==> config.mk <==
export PLATFORM = sky130hd
export DESIGN_NAME = wm_phase_timer
export DESIGN_NICKNAME = d
export VERILOG_FILES = /design/src/rtl/wm_phase_timer.sv
export SDC_FILE = /design/constraint.sdc
export NUM_CORES = 1
export LEC_CHECK = 0
export BUFFER_PORTS_ARGS = -buffer_cell sky130_fd_sc_hd__buf_4
export CORE_MARGIN = 4
export CORE_UTILIZATION = 49
export DETAILED_ROUTE_END_ITERATION = 12
export PLACE_DENSITY = 0.73
export SYNTH_ARGS = -nofsm -noshare
export SYNTH_HDL_FRONTEND = slang
export SYNTH_SLANG_ARGS = --single-unit
==> constraint.sdc <==
create_clock -name clock -period 1.6 [get_ports clock]
set_input_delay 0 -clock clock [delete_from_list [all_inputs] [get_ports clock]]
set_output_delay 0 -clock clock [all_outputs]
set_load 0.005 [all_outputs]
==> src/rtl/wm_phase_timer.sv <==
// Phase-duration timer for the washing-machine controller: loads a per-phase
// tick count on entry to a timed phase and pulses sig_Time_Out once on expiry.
module wm_phase_timer #(
   parameter int CNT_W    = 8,
   parameter int PRESCALE = 4,
   parameter int T_SOAK   = 6,
   parameter int T_WASH   = 10,
   parameter int T_RINSE  = 8,
   parameter int T_SPIN   = 5
) (
   input  logic             clock,
   input  logic             reset,
   input  logic [2:0]       state,
   input  logic             sig_Lid_Closed,
   input  logic             sig_Cancel,
   output logic             sig_Time_Out,
   output logic [CNT_W-1:0] remaining,
   output logic             timer_running
);

   localparam int              PS_W    = (PRESCALE > 1) ? $clog2(PRESCALE) : 1;
   localparam logic [PS_W-1:0] PS_LAST = PS_W'(PRESCALE - 1);

   typedef enum logic [1:0] {IDLE, RUN, PAUSE, EXPIRED} fsm_t;

   fsm_t             fsm;
   logic [2:0]       state_q;
   logic [PS_W-1:0]  ps_cnt;
   logic             phase_change;
   logic             phase_timed;
   logic             tick;
   logic [CNT_W-1:0] load_val;

   // A zero-length phase still needs one tick so the controller gets its pulse.
   function automatic logic [CNT_W-1:0] dur(input int t);
      return (t <= 0) ? CNT_W'(1) : CNT_W'(t);
   endfunction

   // NOTE: both outputs get a default before the case, so no path leaves a latch.
   always_comb begin
      phase_timed = 1'b1;
      load_val    = '0;
      case (state)
         3'd2:    load_val = dur(T_SOAK);
         3'd3:    load_val = dur(T_WASH);
         3'd4:    load_val = dur(T_RINSE);
         3'd5:    load_val = dur(T_SPIN);
         default: phase_timed = 1'b0;
      endcase
   end

   assign phase_change = (state != state_q);
   assign tick         = (ps_cnt == PS_LAST);

   // NOTE: all state and outputs update with <= so every branch sees pre-edge values.
   always_ff @(posedge clock) begin
      if (reset) begin
         fsm           <= IDLE;
         state_q       <= 3'd0;
         ps_cnt        <= '0;
         remaining     <= '0;
         sig_Time_Out  <= 1'b0;
         timer_running <= 1'b0;
      end else begin
         state_q      <= state;
         sig_Time_Out <= 1'b0;
         if (sig_Cancel) begin
            fsm           <= IDLE;
            ps_cnt        <= '0;
            remaining     <= '0;
            timer_running <= 1'b0;
         end else if (phase_change) begin
            // Untimed phases load zero from the decode above.
            ps_cnt    <= '0;
            remaining <= load_val;
            if (!phase_timed) begin
               fsm           <= IDLE;
               timer_running <= 1'b0;
            end else if (sig_Lid_Closed) begin
               fsm           <= RUN;
               timer_running <= 1'b1;
            end else begin
               fsm           <= PAUSE;
               timer_running <= 1'b0;
            end
         end else begin
            case (fsm)
               // Resuming from PAUSE counts on the same cycle the lid closes,
               // so the pulse slips by exactly the number of open-lid cycles.
               RUN, PAUSE: begin
                  if (!sig_Lid_Closed) begin
                     fsm           <= PAUSE;
                     timer_running <= 1'b0;
                  end else if (tick) begin
                     ps_cnt <= '0;
                     if (remaining <= CNT_W'(1)) begin
                        remaining     <= '0;
                        sig_Time_Out  <= 1'b1;
                        fsm           <= EXPIRED;
                        timer_running <= 1'b0;
                     end else begin
                        remaining     <= remaining - CNT_W'(1);
                        fsm           <= RUN;
                        timer_running <= 1'b1;
                     end
                  end else begin
                     ps_cnt        <= ps_cnt + PS_W'(1);
                     fsm           <= RUN;
                     timer_running <= 1'b1;
                  end
               end
               default: ;
            endcase
         end
      end
   end

endmodule

Yosys cells after proc, flatten, opt, wreduce, memory -nomap -nowiden
Cells that the tools add are included.
{"block": "op_classes", "muxes": 23, "reduce_logical": 10, "magnitude_cmp": 1, "bitwise": 3, "add_sub_neg": 2, "n_eq_ne": 8}
{"cell": "8-bit 2-to-1 mux", "count": 5}
{"cell": "2-bit 2-to-1 mux", "count": 8}
{"cell": "4-bit case mux with 4 select lines", "count": 1}
{"cell": "1-bit 2-to-1 mux", "count": 9}
{"cell": "8-bit by 1-bit less-or-equal comparator with 1-bit output, second input constant", "count": 1}
{"cell": "8-bit by 1-bit subtractor with 8-bit output, second input constant", "count": 1}
{"cell": "3-bit by 2-bit == test with 1-bit output, second input constant", "count": 2}
{"cell": "3-bit == test, second input constant", "count": 2}
{"cell": "2-bit nonzero test", "count": 3}
{"cell": "6-bit OR reduction", "count": 1}
{"cell": "2-bit == test, second input constant", "count": 2}
{"cell": "2-bit OR reduction", "count": 2}
{"cell": "4-bit OR reduction", "count": 1}
{"cell": "3-bit inequality test", "count": 1}
{"cell": "1-bit NOT", "count": 3}
{"cell": "3-bit AND reduction", "count": 1}
{"cell": "3-bit OR reduction", "count": 1}
{"cell": "2-bit by 1-bit adder with 2-bit output, second input constant", "count": 1}
{"cell": "2-bit by 1-bit == test with 1-bit output, second input constant", "count": 1}
{"cell": "2-bit AND reduction", "count": 1}
{"block": "totals", "register_bits": 17, "wordCells": 53, "out_inout_bits": 10, "input_bits": 7}

Depth between registers and ports, before layout
{"block": "logic_depth", "depth_word": 6, "mapped_depth": 6}

Least setup slack after synthesis
No wires, ideal clock.
{"block": "synth_timing", "kind": "flip-flop to flip-flop", "from": "reg remaining[0]", "to": "reg remaining[0]", "setup_time_ns": 0.086, "path_slack_ns": -0.048, "arrival_time_ns": 1.562, "synth_period_minus_slack_ns": 1.648, "n_path_buf": 0, "stages_incl_launch_ff": 7, "cell_sequence": "dfxtp_1 inv_1 ha_1 nor2_1 and3b_1 or3_1 a211oi_1"}
{"block": "synth_via", "elab_chain_len": 6, "elab_cells_between_ends": 7, "classes_between": "1 x add/sub; 1 x order compare; 5 x mux"}
{"element": "start, declared", "line_no": "17", "text": "output logic [CNT_W-1:0] remaining,"}
{"element": "start signal, assigned", "line_no": "75", "text": "remaining <= load_val;"}
{"element": "start signal, assigned", "line_no": "102", "text": "remaining <= remaining - CNT_W'(1);"}
{"element": "8-bit by 1-bit subtractor with 8-bit output / 8-bit by 1-bit less-or-equal comparator with 1-bit output (equally long branches)", "line_no": "102, 96"}
{"element": "8-bit 2-to-1 mux *", "line_no": "96", "text": "if (remaining <= CNT_W'(1)) begin"}
{"element": "8-bit 2-to-1 mux *", "line_no": "94", "text": "end else if (tick) begin"}
{"element": "8-bit 2-to-1 mux *", "line_no": "91", "text": "if (!sig_Lid_Closed) begin"}
{"element": "8-bit 2-to-1 mux *", "line_no": "87", "text": "case (fsm)"}
{"element": "8-bit 2-to-1 mux *", "line_no": "72", "text": "end else if (phase_change) begin"}
Every way passes the cells marked *; elsewhere a longest branch is shown, timed or not. The select of a mux whose other input is x is not followed.
A chain may end at the register's enable or synchronous reset.

Final worst setup path
Ends and elaborated chain as after synthesis.

==> flow_results.xml <==
<?xml version="1.0" encoding="UTF-8"?>
<metrics>
  <group name="placed_design">
    <metric name="finalWeightedCongestion" unit="">0.8388</metric>
    <metric name="detailed_place.area" unit="sq um">1334</metric>
    <metric name="dpl.hpwl" unit="microns">1929</metric>
    <metric name="buffer_ports.inserted" unit="">16</metric>
  </group>
  <group name="grt">
    <metric name="globalRouteTotalUtil" unit="%">20.78</metric>
    <metric name="grt_start_max_net_pins" unit="">10</metric>
    <metric name="grt_overflow" unit="">0</metric>
    <metric name="first_pass_grt_wire_length" unit="microns">4547</metric>
    <metric name="antenna_found_initial" unit="">0</metric>
    <metric name="first_global_vias" unit="">1019</metric>
  </group>
  <group name="synth">
    <metric name="synth-seq-area-share" unit="%">31.37</metric>
    <metric name="yosysUniqueCellTypes" unit="">35</metric>
    <metric name="syn-instance-count" unit="">115</metric>
    <metric name="synth_warnings" unit="">0</metric>
    <metric name="synth.avg_cell_area" unit="sq um">9.433</metric>
    <metric name="dominantRegCellSynth" unit="">dfxtp_1</metric>
    <metric name="syn_area" unit="sq um">1085</metric>
    <metric name="async_flop_share" unit="%">0</metric>
    <metric name="synth_seq_cells" unit="">17</metric>
    <metric name="syn_nets" unit="">125</metric>
    <metric name="synth-edff-count" unit="">0</metric>
  </group>
  <group name="finish">
    <metric name="stdcell_area" unit="sq um">1568</metric>
    <metric name="nets" unit="">168</metric>
    <metric name="layout-drive-gt1-share" unit="%">46.50</metric>
    <metric name="antenna-diode-count" unit="">0</metric>
    <metric name="area.growth.synth_to_final" unit="%">44.52</metric>
    <metric name="final.fill_count" unit="">137</metric>
  </group>
  <group name="setup_path">
    <metric name="timing.critical_path.buf_inv" unit="">1</metric>
    <metric name="worstSetupEndpointType" unit="">flip-flop</metric>
    <metric name="worst_ep_required_time" unit="ns">1.82</metric>
    <metric name="slowest_stage" unit="">or3_4</metric>
    <metric name="crit_path_max_incr_delay" unit="ns">0.39</metric>
    <metric name="crit_chain" unit="">inv_2 -&gt; ha_4 -&gt; nor2_4 -&gt; and3b_2 -&gt; or3_4 -&gt; a211oi_2</metric>
    <metric name="critical_path_peak_fanout" unit="">4</metric>
    <metric name="worst_ep_arrival_time" unit="ns">1.83</metric>
    <metric name="worst-setup-path-type" unit="">reg -&gt; reg</metric>
    <metric name="worst-r2r-setup-slack" unit="ns">-0.01</metric>
    <metric name="critPathLaunchType" unit="">flip-flop</metric>
    <metric name="critPathTopFamily" unit="">simple AND/OR/NAND/NOR gates</metric>
  </group>
  <group name="drt">
    <metric name="routed_wirelength" unit="microns">3019</metric>
    <metric name="routedWlPerCell" unit="microns">16.41</metric>
    <metric name="number_of_vias_per_cell_after_detailed_routing" unit="">5.913</metric>
    <metric name="route.vias.total" unit="">1088</metric>
    <metric name="antenna_left" unit="">0</metric>
    <metric name="detailedRoute.firstPassIterationCount" unit="">4</metric>
    <metric name="drt_iter0_markers" unit="">30</metric>
    <metric name="detail_route.drc_violations" unit="">0</metric>
  </group>
  <group name="timing">
    <metric name="final_min_period_over_clock_period" unit="%">100.6</metric>
    <metric name="pnr_worst_setup_slack" unit="ns">-0.009783</metric>
    <metric name="slew_headroom" unit="%">66.30</metric>
    <metric name="setup_violations" unit="">1</metric>
    <metric name="slew_viol_final" unit="">0</metric>
    <metric name="worst_slew_pin_slew" unit="ns">0.5017</metric>
    <metric name="fin_clk_skew" unit="ns">0.002085</metric>
    <metric name="timing.final.crit_period" unit="ns">1.610</metric>
    <metric name="final_hold_fails" unit="">0</metric>
    <metric name="timing.fmax" unit="MHz">621.2</metric>
    <metric name="rsz0062_at_grt" unit="">true</metric>
    <metric name="whs" unit="ns">0.02657</metric>
  </group>
  <group name="flow_run">
    <metric name="max_cap_viol_count" unit="">0</metric>
  </group>
  <group name="pwr">
    <metric name="leakage" unit="nW">0.6080</metric>
    <metric name="ir_worst_vdd" unit="mV">0.4642</metric>
    <metric name="cellPowerDensity" unit="nW/um^2">646.1</metric>
  </group>
  <group name="clock_network">
    <metric name="numCtsBuffers" unit="">3</metric>
    <metric name="clock_insertion_delay_worst_skew" unit="ns">0.29</metric>
    <metric name="htree_levels" unit="">1</metric>
    <metric name="clock-sinks" unit="">17</metric>
    <metric name="cts-root-buf" unit="">clkbuf_4</metric>
    <metric name="tritoncts" unit="">yes</metric>
    <metric name="cts.clk_slew.worst_paths" unit="ns">0.10</metric>
    <metric name="clock_tree.buffer_depth" unit="">2</metric>
  </group>
  <group name="die">
    <metric name="core_region" unit="sq um">2022</metric>
    <metric name="floorplan.io_pins" unit="">17</metric>
    <metric name="placementRows" unit="">16</metric>
    <metric name="floorplan.initialDensity" unit="%">53.65</metric>
    <metric name="fp.dieArea" unit="sq um">3031</metric>
    <metric name="die_width" unit="microns">55.05</metric>
    <metric name="die_height" unit="microns">55.05</metric>
  </group>
  <group name="status">
    <metric name="outcome" unit="">finished, violations left</metric>
    <metric name="violated_checks" unit="">negative setup slack</metric>
  </group>
  <group name="hold_path">
    <metric name="holdCritPathClass" unit="">in -&gt; reg</metric>
  </group>
</metrics>
-- sequential cells by signal, summed over array words and instances, names as in the netlist --
register	cells
fsm	2
ps_cnt	2
remaining	8
sig_Time_Out	1
state_q	3
timer_running	1
-- synthesized netlist by cell type (2+ instances only) --
| library cell | number | area, sq um |
|---|---|---|
| mux2i_1 | 6 | 60.06 |
| ha_1 | 3 | 37.54 |
| nor2b_1 | 5 | 31.28 |
| nor3_1 | 2 | 10.01 |
| nor4_1 | 2 | 12.51 |
| xor2_1 | 2 | 17.52 |
| xor2_2 | 2 | 32.53 |
| nand4_1 | 2 | 12.51 |
| a21oi_1 | 11 | 55.05 |
| o21a_1 | 3 | 22.52 |
| nand2_1 | 4 | 15.01 |
| o21ba_2 | 2 | 20.02 |
| or3_1 | 5 | 31.28 |
| a31oi_1 | 2 | 12.51 |
| o21ai_0 | 7 | 35.03 |
| clkbuf_1 | 2 | 7.510 |
| o211ai_1 | 9 | 67.56 |
| inv_1 | 9 | 33.78 |
| a2111oi_4 | 3 | 82.58 |
| nor2_1 | 3 | 11.26 |
| dfxtp_1 | 17 | 340.3 |
-- worst reg2reg max path: stages, from the launching register on --
cell and delay, ns:
dfxtp_2 0.38, inv_2 0.06, ha_4 0.16, nor2_4 0.10, and3b_2 0.24, or3_4 0.39
a211oi_2 0.21
-- per-stage QoR --
step / power [mW] / setup WS, ns / cells / TNS (ns) / utilization [%]
4_1_cts: 0.9654 / -0.005712 / 181 / -0.005712 / 71.10
2_1_floorplan: 0.6287 / 0.03654 / 115 / 0 / -
3_5_place_dp: 0.7183 / 0.01421 / 169 / 0 / 65.97
3_3_place_gp: 0.7119 / 0.08025 / 169 / 0 / 65.97
6_report: 1.013 / -0.009783 / 184 / -0.009783 / 77.54
5_1_grt: 1.053 / -0.08059 / 184 / -0.1034 / 77.54
-- logic make-up (layout without fill, tap and decap cells) --
| group | count (synthesis) | count (layout) | synth area share, % |
|---|---|---|---|
| AOI/OAI and AO/OA | 39 | 39 | 28.95 |
| xor gates and xnor gates | 4 | 4 | 4.614 |
| muxes | 7 | 7 | 6.575 |
| and+or+nand+nor | 31 | 32 | 19.15 |
| adders and majority gates | 4 | 4 | 4.383 |
| DFF | 17 | 17 | 31.37 |
| buffers and inverters | 13 | 54 | 4.959 |
-- cell usage in the layout, fill, tap and decap left out, types with 2 or more instances in the layout --
master,netlist,routed
a2111oi_4,3,3
a21oi_1,11,11
a31oi_1,2,2
buf_4,1,34
buf_6,0,2
clkbuf_4,0,3
dfxtp_1,17,9
dfxtp_2,0,8
dlygate4sd3_1,0,5
ha_4,0,2
inv_1,9,7
inv_2,0,2
mux2i_1,6,6
nand2_1,4,4
nand4_1,2,2
nor2_1,3,2
nor2b_1,5,5
nor3_1,2,2
o211ai_1,9,9
o21a_1,3,3
o21ai_0,7,7
o21ba_2,2,2
or3_1,5,3
or3_4,0,2
xor2_2,2,2
xor2_4,0,2
-- cell type report --
class	instances	area [sq um]	share of cell area, %
Tap cell	27	33.78	2.155
Clock buffer	4	26.28	1.676
Inverter	9	33.78	2.155
Multi-Input combinational cell	86	795.8	50.76
Sequential cell	17	350.3	22.35
Timing Repair Buffer	41	327.8	20.91
-- path summary, 6_finish.rpt --
| path | start | endpoint | depth (start not counted) |
|---|---|---|---|
| max | remaining[0] | remaining[0] | 6 |
| max reg2reg | remaining[0] | remaining[0] | 6 |
| min reg2reg | ps_cnt[1] | ps_cnt[1] | 2 |
| min | reset | fsm[1] | 4 |
-- what timing repair did --
action | CTS | global route
gates cloned | 1 | 0
gates resized for setup | 1 | 25
hold buffers | 5 | 0
setup endpoints to repair | 2 | 9
setup buffers | 2 | 3
endpoints found under the hold margin | 4 | 0
pin swaps | 2 | 10
-- routing by layer --
metal,global-route usage [%],vias to the layer above,part of all wire (%)
met5,0,-,0
met4,6.073,0,2.5
met3,3.753,11,4.3
met2,36.02,39,51
met1,26.06,520,43
li1,-,518,-
-- power by group --
part           leakage, nW  switching (mW)  internal, mW
Combinational        0.451           0.153         0.163
Sequential           0.142          0.0168         0.440
Clock               0.0150           0.144        0.0970
Total                0.608           0.313         0.700
Power figures use the tool's default switching activity.
